`src/rtl/fb_pkg.sv`:
```
// Frame-buffer geometry and arbitration types shared by the display/host
// memory path.
package fb_pkg;

   localparam int ADDR_W = 18;
   localparam int DATA_W = 16;
   localparam int FB_H   = 480;
   localparam int FB_V   = 320;
   localparam int unsigned FB_SIZE = FB_H * FB_V;

   typedef enum logic [1:0] {
      SLOT_IDLE,
      SLOT_READ,
      SLOT_WRITE
   } slot_e;

endpackage

```
`src/rtl/fb_wr_fifo.sv`:
```
// Host write queue: strict FIFO with occupancy count. The caller never pushes
// when o_full is set and never pops when o_empty is set.
module fb_wr_fifo #(
   parameter int WIDTH = 34,
   parameter int DEPTH = 4
) (
   input  logic                     i_clk,
   input  logic                     i_rst_n,
   input  logic                     i_push,
   input  logic [WIDTH-1:0]         i_data,
   input  logic                     i_pop,
   output logic [WIDTH-1:0]         o_data,
   output logic                     o_full,
   output logic                     o_empty,
   output logic [$clog2(DEPTH):0]   o_level
);

   localparam int PTR_W = $clog2(DEPTH);
   localparam int LVL_W = PTR_W + 1;

   logic [WIDTH-1:0] mem_q [DEPTH];
   logic [PTR_W-1:0] wr_ptr_q, wr_ptr_d;
   logic [PTR_W-1:0] rd_ptr_q, rd_ptr_d;
   logic [LVL_W-1:0] level_q, level_d;

   // NOTE: storage is not reset; the pointers and level alone say which entries are live.
   always_ff @(posedge i_clk) begin
      if (i_push) mem_q[wr_ptr_q] <= i_data;
   end

   // NOTE: every always_comb output gets a default first so no latch can be inferred.
   always_comb begin
      wr_ptr_d = wr_ptr_q;
      rd_ptr_d = rd_ptr_q;
      level_d  = level_q;
      if (i_push) wr_ptr_d = wr_ptr_q + PTR_W'(1);
      if (i_pop)  rd_ptr_d = rd_ptr_q + PTR_W'(1);
      case ({i_push, i_pop})
         2'b10:   level_d = level_q + LVL_W'(1);
         2'b01:   level_d = level_q - LVL_W'(1);
         default: level_d = level_q;
      endcase
   end

   always_ff @(posedge i_clk or negedge i_rst_n) begin
      if (!i_rst_n) begin
         wr_ptr_q <= '0;
         rd_ptr_q <= '0;
         level_q  <= '0;
      end else begin
         wr_ptr_q <= wr_ptr_d;
         rd_ptr_q <= rd_ptr_d;
         level_q  <= level_d;
      end
   end

   assign o_data  = mem_q[rd_ptr_q];
   assign o_full  = (level_q == LVL_W'(DEPTH));
   assign o_empty = (level_q == '0);
   assign o_level = level_q;

endmodule

```
`src/rtl/fb_port_arbiter.sv`:
```
// Single-port frame-buffer RAM arbiter: display reads always win the slot,
// host writes are queued and drained in idle cycles.
module fb_port_arbiter #(
   parameter int ADDR_W       = fb_pkg::ADDR_W,
   parameter int DATA_W       = fb_pkg::DATA_W,
   parameter int FIFO_DEPTH   = 4,
   parameter int STARVE_LIMIT = 1024
) (
   input  logic                          i_clk,
   input  logic                          i_rst_n,
   input  logic                          i_rd_en,
   input  logic [ADDR_W-1:0]             i_rd_addr,
   output logic [DATA_W-1:0]             o_rd_data,
   output logic                          o_rd_valid,
   input  logic                          i_wr_valid,
   output logic                          o_wr_ready,
   input  logic [ADDR_W-1:0]             i_wr_addr,
   input  logic [DATA_W-1:0]             i_wr_data,
   output logic                          o_mem_en,
   output logic                          o_mem_we,
   output logic [ADDR_W-1:0]             o_mem_addr,
   output logic [DATA_W-1:0]             o_mem_wdata,
   input  logic [DATA_W-1:0]             i_mem_rdata,
   input  logic                          i_clr_status,
   output logic                          o_wr_drop,
   output logic                          o_wr_starve,
   output logic [$clog2(FIFO_DEPTH):0]   o_fifo_level
);

   localparam int ENT_W = ADDR_W + DATA_W;
   localparam int CNT_W = $clog2(STARVE_LIMIT + 1);
   localparam logic [CNT_W-1:0] LIMIT_C = CNT_W'(STARVE_LIMIT);

   fb_pkg::slot_e     slot;
   logic              fifo_full, fifo_empty;
   logic [ENT_W-1:0]  fifo_head;
   logic              wr_fire, wr_in_range, push, pop, drop_set, starve_set;

   logic              mem_en_q, mem_en_d, mem_we_q, mem_we_d;
   logic [ADDR_W-1:0] mem_addr_q, mem_addr_d;
   logic [DATA_W-1:0] mem_wdata_q, mem_wdata_d;
   logic [1:0]        rd_pipe_q, rd_pipe_d;
   logic [DATA_W-1:0] rd_data_q, rd_data_d;
   logic [CNT_W-1:0]  starve_cnt_q, starve_cnt_d;
   logic              drop_q, drop_d, starve_q, starve_d;

   // Out-of-range writes are handshaken like any other but never queued.
   assign wr_fire     = i_wr_valid & o_wr_ready;
   assign wr_in_range = (32'(i_wr_addr) < fb_pkg::FB_SIZE);
   assign push        = wr_fire & wr_in_range;
   assign drop_set    = wr_fire & ~wr_in_range;
   assign pop         = (slot == fb_pkg::SLOT_WRITE);

   always_comb begin
      slot = fb_pkg::SLOT_IDLE;
      if (i_rd_en)          slot = fb_pkg::SLOT_READ;
      else if (!fifo_empty) slot = fb_pkg::SLOT_WRITE;
   end

   fb_wr_fifo #(.WIDTH(ENT_W), .DEPTH(FIFO_DEPTH)) u_wr_fifo (
      .i_clk   (i_clk),
      .i_rst_n (i_rst_n),
      .i_push  (push),
      .i_data  ({i_wr_addr, i_wr_data}),
      .i_pop   (pop),
      .o_data  (fifo_head),
      .o_full  (fifo_full),
      .o_empty (fifo_empty),
      .o_level (o_fifo_level)
   );

   always_comb begin
      mem_en_d    = 1'b0;
      mem_we_d    = 1'b0;
      mem_addr_d  = mem_addr_q;
      mem_wdata_d = mem_wdata_q;
      case (slot)
         fb_pkg::SLOT_READ: begin
            mem_en_d   = 1'b1;
            mem_addr_d = i_rd_addr;
         end
         fb_pkg::SLOT_WRITE: begin
            mem_en_d    = 1'b1;
            mem_we_d    = 1'b1;
            mem_addr_d  = fifo_head[ENT_W-1:DATA_W];
            mem_wdata_d = fifo_head[DATA_W-1:0];
         end
         default: ;
      endcase
   end

   // Two-stage read pipe: address register, then the RAM's own read register.
   assign rd_pipe_d = {rd_pipe_q[0], i_rd_en};
   assign rd_data_d = rd_pipe_q[1] ? i_mem_rdata : rd_data_q;

   always_comb begin
      starve_cnt_d = '0;
      if (fifo_full) starve_cnt_d = (starve_cnt_q == LIMIT_C) ? starve_cnt_q : starve_cnt_q + CNT_W'(1);
   end

   assign starve_set = (starve_cnt_d == LIMIT_C);
   assign drop_d     = drop_set   | (drop_q   & ~i_clr_status);
   assign starve_d   = starve_set | (starve_q & ~i_clr_status);

   always_ff @(posedge i_clk or negedge i_rst_n) begin
      if (!i_rst_n) begin
         mem_en_q     <= 1'b0;
         mem_we_q     <= 1'b0;
         mem_addr_q   <= '0;
         mem_wdata_q  <= '0;
         rd_pipe_q    <= '0;
         rd_data_q    <= '0;
         starve_cnt_q <= '0;
         drop_q       <= 1'b0;
         starve_q     <= 1'b0;
      end else begin
         mem_en_q     <= mem_en_d;
         mem_we_q     <= mem_we_d;
         mem_addr_q   <= mem_addr_d;
         mem_wdata_q  <= mem_wdata_d;
         rd_pipe_q    <= rd_pipe_d;
         rd_data_q    <= rd_data_d;
         starve_cnt_q <= starve_cnt_d;
         drop_q       <= drop_d;
         starve_q     <= starve_d;
      end
   end

   assign o_wr_ready  = ~fifo_full;
   assign o_mem_en    = mem_en_q;
   assign o_mem_we    = mem_we_q;
   assign o_mem_addr  = mem_addr_q;
   assign o_mem_wdata = mem_wdata_q;
   assign o_rd_valid  = rd_pipe_q[1];
   assign o_rd_data   = rd_pipe_q[1] ? i_mem_rdata : rd_data_q;
   assign o_wr_drop   = drop_q;
   assign o_wr_starve = starve_q;

endmodule
```
`config.mk`:
```
export PLATFORM = sky130hd
export DESIGN_NAME = fb_port_arbiter
export DESIGN_NICKNAME = d
export VERILOG_FILES = /design/src/rtl/fb_pkg.sv /design/src/rtl/fb_wr_fifo.sv /design/src/rtl/fb_port_arbiter.sv
export SDC_FILE = /design/constraint.sdc
export NUM_CORES = 1
export LEC_CHECK = 0
export CORE_MARGIN = 3
export CORE_UTILIZATION = 57
export CTS_CLUSTER_SIZE = 28
export DETAILED_ROUTE_END_ITERATION = 10
export GPL_ROUTABILITY_DRIVEN = 1
export PLACE_DENSITY = 0.84
export SLEW_MARGIN = 30
export SYNTH_ARGS = -nofsm -noshare
export SYNTH_HDL_FRONTEND = slang
export SYNTH_SLANG_ARGS = --single-unit
```
`constraint.sdc`:
```
create_clock -name i_clk -period 4.75 [get_ports i_clk]
set_input_delay 1.1875 -clock i_clk [delete_from_list [all_inputs] [get_ports i_clk]]
set_output_delay 1.1875 -clock i_clk [all_outputs]
set_load 0.05 [all_outputs]
```
==> impl_metrics.toml <==
[status]
status = "complete, no violations"

[yosys]
ys.warnings.count = 0
synth-edff-count = 136
syn_avg_cell_area_um2 = 18.8
async_reset_ff_frac = 0.352
synth_nets = 515
synth_top_cell_area_share = 0.502
synth_most_common_cell = "edfxtp_1"
synthFlopType = "edfxtp_1"
syn_area_um2 = 8140
synth.ff_latch_count = 210
yosysTopAreaCell = "edfxtp_1"
ys_seq_area_frac = 0.729
synth_area_leaders = "edfxtp_1, dfrtp_1, mux4_2, mux2_2, a222oi_1"
synthCells = 434
ys_top_cells_by_count = "edfxtp_1, dfrtp_1, mux4_2"
yosysUniqueCellTypes = 49

[critical_path]
required_ns = 3.56
critPathMaxFanout = 2
arrival_ns = 2.61
endpoint = "o_rd_data[14]"
end_kind = "output port"
start_kind = "input pin"
rr_startpoint = "u_wr_fifo.o_level[2]"
r2r_slack_ns = 2.05
reg2reg_to = "u_wr_fifo.mem_q[2][26]"
crit_type = "input pin to output port"
startpoint = "i_mem_rdata[14]"
ff2ff_path_depth = 5

[timing]
timing.clock.skew_ns = 0.0147
finalHoldViolCount = 0
tns_ns = 0
max_freq_mhz = 263
setup_viol_count_final = 0
worst_slack_ns = 0.954
fin_crit_sh = 0.799
worst_pin_slew_ns = 0.936
rsz0062_at_grt = "no"
timing.final.crit_period_ns = 3.80
drv_slew = 0
max-slew-margin-rel = 0.376

[floorplanning]
core_um2 = 13900
pin_count = 132
dieArea_um2 = 15800
num_rows = 43
start_util = 0.584
die_x_um = 126
fp.dieH_um = 126

[layout]
finalNetCount = 653
fin_area_um2 = 10300
final_util = 0.738
drive_above_1_share = 0.201
n_antenna_cell = 0
area_growth_pct = 26.4

[cts]
cts.repair.resized = 0
cts_buffer_depth = 3
worstSkewPairLatency_ns = 0.48
htreeDepth = 1
cts_made_buffers = 21
postCtsSetupBuffers = 0
clock-sinks = 210
postCtsHoldBufs = 0
root_buffer = "clkbuf_16"
path_clk_slew_ns = 0.06
cts_tree = "yes"

[global_routing]
grt.total_usage = 0.205
grt_overflow = 0
antenna_found_initial = 0
grt_pass1_vias = 4889
grt_pass1_wl_um = 25800
grt_max_degree = 75

[detailed_routing]
drtIter0Drc = 316
vias = 4406
via_per_inst = 5.74
avgRoutedWirePerCell_um = 20.8
drc = 0
postRouteAntennaNets = 0
drt_pass1_iterations = 5
wirelength_um = 16000

[placed_design]
gp_congestion = 0.861
dp_slack_ns = 0.448
hpwl_um = 9890
placed_area_um2 = 9630
io_buffers = 131

[power_and_ir_drop]
leakage_nw = 3.77
cellPowerDensity_nw_per_um2 = 586
ir_worst_vdd_v = 0.000574

[worst_hold_path]
holdCritPathClass = "flop to flop"
whs_path_depth = 0
min_from = "rd_pipe_q[0]"

[job]
drv_cap = 0
==> worst min-delay path by stage <==
stage,endpoint
final,rd_pipe_q[1]
after global routing,rd_pipe_q[1]
after CTS,rd_pipe_q[1]
after detailed placement,rd_pipe_q[1]
after global placement,rd_pipe_q[1]
after floorplan,rd_pipe_q[1]
==> critical path, cell delays in order <==
cell and delay [ns]:
clkdlybuf4s50_1 0.46, mux2_2 0.15, clkdlybuf4s50_1 0.80
==> power by group <==
| group | total [mW] | switching [mW] | leakage [nW] | internal (mW) |
|---|---|---|---|---|
| registers | 2.54 | 0.241 | 2.13 | 2.30 |
| clock network | 1.53 | 0.631 | 0.315 | 0.897 |
| logic | 1.96 | 1.14 | 1.33 | 0.824 |
| total | 6.03 | 2.01 | 3.77 | 4.02 |
==> routing by layer <==
layer	share of wire	up-vias	routed length (um)	global-route usage
met5	0	-	0	0
li1	-	1971	-	-
met2	0.51	176	8230	0.358
met3	0.075	20	1200	0.0372
met1	0.39	2239	6270	0.271
met4	0.017	0	277	0.0510
==> layout make-up <==
cell class              count  area [um2]
inverters                  30         113
well taps                 180         225
flip-flops and latches    210        5940
multi-input cells         174        2020
clock inverters             5        28.8
clock buffers              33         621
fillers                   782        3650
repair buffers            135        1340
==> cells by family (layout without fill, tap and decap cells) <==
kind of cell             count (synthesis)  after routing  share of synthesized area
flip-flops                             210            210                      0.729
multiplexers                            68             68                      0.141
AND/OR/NAND/NOR                         52             52                     0.0406
buffers and inverters                   50            203                     0.0252
AO/OA/AOI/OAI                           33             33                     0.0369
XOR/XNOR                                13             13                     0.0140
adder cells (fa/ha/maj)                  8              8                     0.0132
==> state kept, by name, summed over array words and instances (netlist names) <==
name                cells
starve_cnt_q           11
rd_data_q              16
o_wr_drop               1
o_mem_wdata            16
u_wr_fifo.wr_ptr_q      2
o_wr_starve             1
u_wr_fifo.o_level       3
u_wr_fifo.rd_ptr_q      2
o_mem_we                1
rd_pipe_q               2
o_mem_en                1
u_wr_fifo.mem_q       136
o_mem_addr             18
==> per-stage QoR <==
stage	hold slack (ns)	power [mW]	instances
after detailed placement	0.367	4.55	729
after global placement	0.332	4.49	728
after CTS	0.378	6.10	767
after floorplan	0.331	3.87	434
after global routing	0.385	6.30	767
final	0.368	6.03	767
==> placed cells by master (no fill, tap or decap), drive strengths merged, types with 2 or more instances in the layout <==
master         instances
a21oi                  3
a222oi                18
and2                   6
buf                    5
clkbuf                33
clkdlybuf4s50        130
clkinv                 3
dfrtp                 74
edfxtp               136
ha                     7
inv                   31
mux2                  33
mux4                  34
nand2                  6
nand3                  7
nand4                  3
nor2                  13
nor2b                  2
nor3                   3
nor3b                  2
nor4                   2
nor4b                  2
o211ai                 2
xnor2                  5
xor2                   8
Power figures use the tool's default switching activity.
==> RTL edit: new RTL, same flow settings <==
The parameter `STARVE_LIMIT` goes from 1024 to 2048.
--- a/src/rtl/fb_port_arbiter.sv
+++ b/src/rtl/fb_port_arbiter.sv
@@ -6,3 +6,3 @@
    parameter int FIFO_DEPTH   = 4,
-   parameter int STARVE_LIMIT = 1024
+   parameter int STARVE_LIMIT = 2048
 ) (
Behaviour: same outputs for any inputs over 4 cycles, from zero or initial values and one cycle with i_rst_n low; that may be too few to reach the edited logic, so the function may still have changed.
==> RTL edit against the original RTL <==
- area after synthesis rose by 0.74%
- worst setup slack got worse by 0.014 ns
- wire length rose by 1.4%
- utilization is 0.67 points higher
- cell area increased by 1.3%
- total power up 3.3%
- cell count up 0.91%
- sequential cell count grew 1
- maximum frequency is 0.37% lower
==> RTL edit: results (changes against the original RTL) <==
* Post-synthesis sequential area ratio at 0.727 (-0.00229)
* Number of buffers created by CTS at 22 (+4.8%)
* Detailed-route wire length per cell at 20.9 µm (+0.53%)
* Worst R2R Path Depth at 7 (+2)
* Number of detailed-routing iterations run before antenna repair at 6 (+1)
* Top cells by area in the synthesized netlist: sky130_fd_sc_hd__edfxtp_1 (50%), sky130_fd_sc_hd__dfrtp_1 (23%), sky130_fd_sc_hd__mux4_2 (9.3%)
* Cell variety after synth at 48 (-2.0%)
* Avg Vias per Cell at 5.76 (+0.29%)
* Peak supply drop at 435 µV (-24%)
* Number of buffers added on ports at 131 (unchanged)
* Nets in the synthesized netlist at 521 (+1.2%)
* P_leak at 3.83 nW (+1.4%)
* Clock tree skew after final layout at 0.0190 ns (+0.00427 ns)
* Final Net Count at 659 (+0.92%)
* Layout cell share with drive strength beyond 1 at 0.222 (+0.0212)
* Maximum number of pins on one net before global-route repair at 76 (+1.3%)
* Proportion of synthesized flip-flops having asynchronous set or reset at 0.355 (+0.00307)
* Reg-to-reg critical path endpoint: u_wr_fifo.mem_q[3][1]
* Worst hold path startpoint: rd_pipe_q[0]
* Slowest cell delay on critical path at 0.83 ns (+0.03 ns)
* DRC marker count from the first detailed-route iteration at 448 (+42%)
* Number of antenna violations at the first check in global routing at 0 (unchanged)
* Later-pin clock latency in the skew report at 0.50 ns (+0.02 ns)
* Via count of the first global-routing pass at 4794 (-1.9%)
* Tightest Pin Transition at 0.914 ns (-0.0223 ns)
* Total global routing track utilization at 0.205 (about the same)
* Master cell of the clock root buffer: sky130_fd_sc_hd__clkbuf_16
* Beginning of the worst register-to-register path: u_wr_fifo.o_level[0]
* Standard cell area after detailed placement at 9670 µm² (+0.38%)
* Global-route wire length before repair at 25700 µm (-0.27%)
* Status: finished clean
* R2r setup slk at 1.97 ns (-0.08 ns)
* Placed wire-length estimate after detailed placement at 10200 µm (+3.1%)
* Ranking of synthesized cells by instance count: sky130_fd_sc_hd__edfxtp_1 (136), sky130_fd_sc_hd__dfrtp_1 (75), sky130_fd_sc_hd__mux4_2 (34)
-- RTL edit: cell types whose count changed in the layout (fill, tap and decap cells not counted), moves of 3 or more --
cell | before | now
sky130_fd_sc_hd__clkinv_2 | 1 | 7
sky130_fd_sc_hd__clkbuf_1 | 7 | 2
sky130_fd_sc_hd__bufinv_16 | 0 | 3
sky130_fd_sc_hd__clkbuf_8 | 5 | 2
sky130_fd_sc_hd__inv_1 | 29 | 32
sky130_fd_sc_hd__o21ai_0 | 0 | 3
sky130_fd_sc_hd__xnor2_1 | 5 | 8
sky130_fd_sc_hd__xor2_1 | 8 | 5
-- RTL edit: metrics by stage --
| step | util | setup WS [ns] | std cells | total power [W] | hold WS [ns] |
|---|---|---|---|---|---|
| 2_1_floorplan | - | 1.48 | 440 | 0.00388 | 0.331 |
| 3_3_place_gp | 0.690 | 0.920 | 733 | 0.00448 | 0.333 |
| 3_5_place_dp | 0.691 | 0.863 | 734 | 0.00456 | 0.338 |
| 4_1_cts | 0.745 | 0.929 | 774 | 0.00630 | 0.351 |
| 5_1_grt | 0.745 | 0.906 | 774 | 0.00650 | 0.365 |
| 6_report | 0.745 | 0.940 | 774 | 0.00623 | 0.350 |
-- RTL edit: worst register-to-register path, delay by kind of cell, from the launching register on --
kind                   cells  cell delay, ns
AND/OR/NAND/NOR            4            1.39
buffers and inverters      3            0.61
flip-flops                 1            0.50
-- RTL edit: power by group --
group	switching (W)	leakage [nW]	internal [W]	total, W
registers	0.000252	2.14	0.00231	0.00256
logic	0.00113	1.31	0.000821	0.00195
clock network	0.000674	0.371	0.00105	0.00173
-- RTL edit: cell type report --
class	count	area (µm²)
Sequential cell	211	5960
Clock buffer	26	586
Timing Repair Buffer	135	1340
Multi-Input combinational cell	175	2010
Inverter	33	125
Tap cell	180	225
Clock inverter	14	165
Fill cell	839	3570
-- RTL edit: logic make-up after synthesis --
group	after synthesis	synth area share
xor+xnor	13	0.0139
compound gates	39	0.0418
buf+inv	54	0.0302
simple gates	47	0.0342
mux	68	0.140
flops	211	0.727
fa+ha+maj	8	0.0131
-- RTL edit: how the worst max path moves through the flow --
stage	depth (start not counted)	slack, ns	from	end
6_report	3	0.94	i_mem_rdata[7]	o_rd_data[7]
3_3_place_gp	7	0.92	i_wr_addr[13]	u_wr_fifo.mem_q[3][15]
5_1_grt	3	0.91	i_mem_rdata[7]	o_rd_data[7]
3_5_place_dp	6	0.86	i_wr_addr[13]	u_wr_fifo.mem_q[2][15]
4_1_cts	3	0.93	i_mem_rdata[7]	o_rd_data[7]
2_1_floorplan	9	1.48	i_rd_en	u_wr_fifo.o_level[2]
-- RTL edit: per-layer routing --
metal,GRT usage,up-vias,part of all wire
met3,0.0382,23,0.063
met5,0,-,0
met2,0.345,159,0.50
li1,-,1992,-
met4,0.0454,0,0.017
met1,0.286,2285,0.42
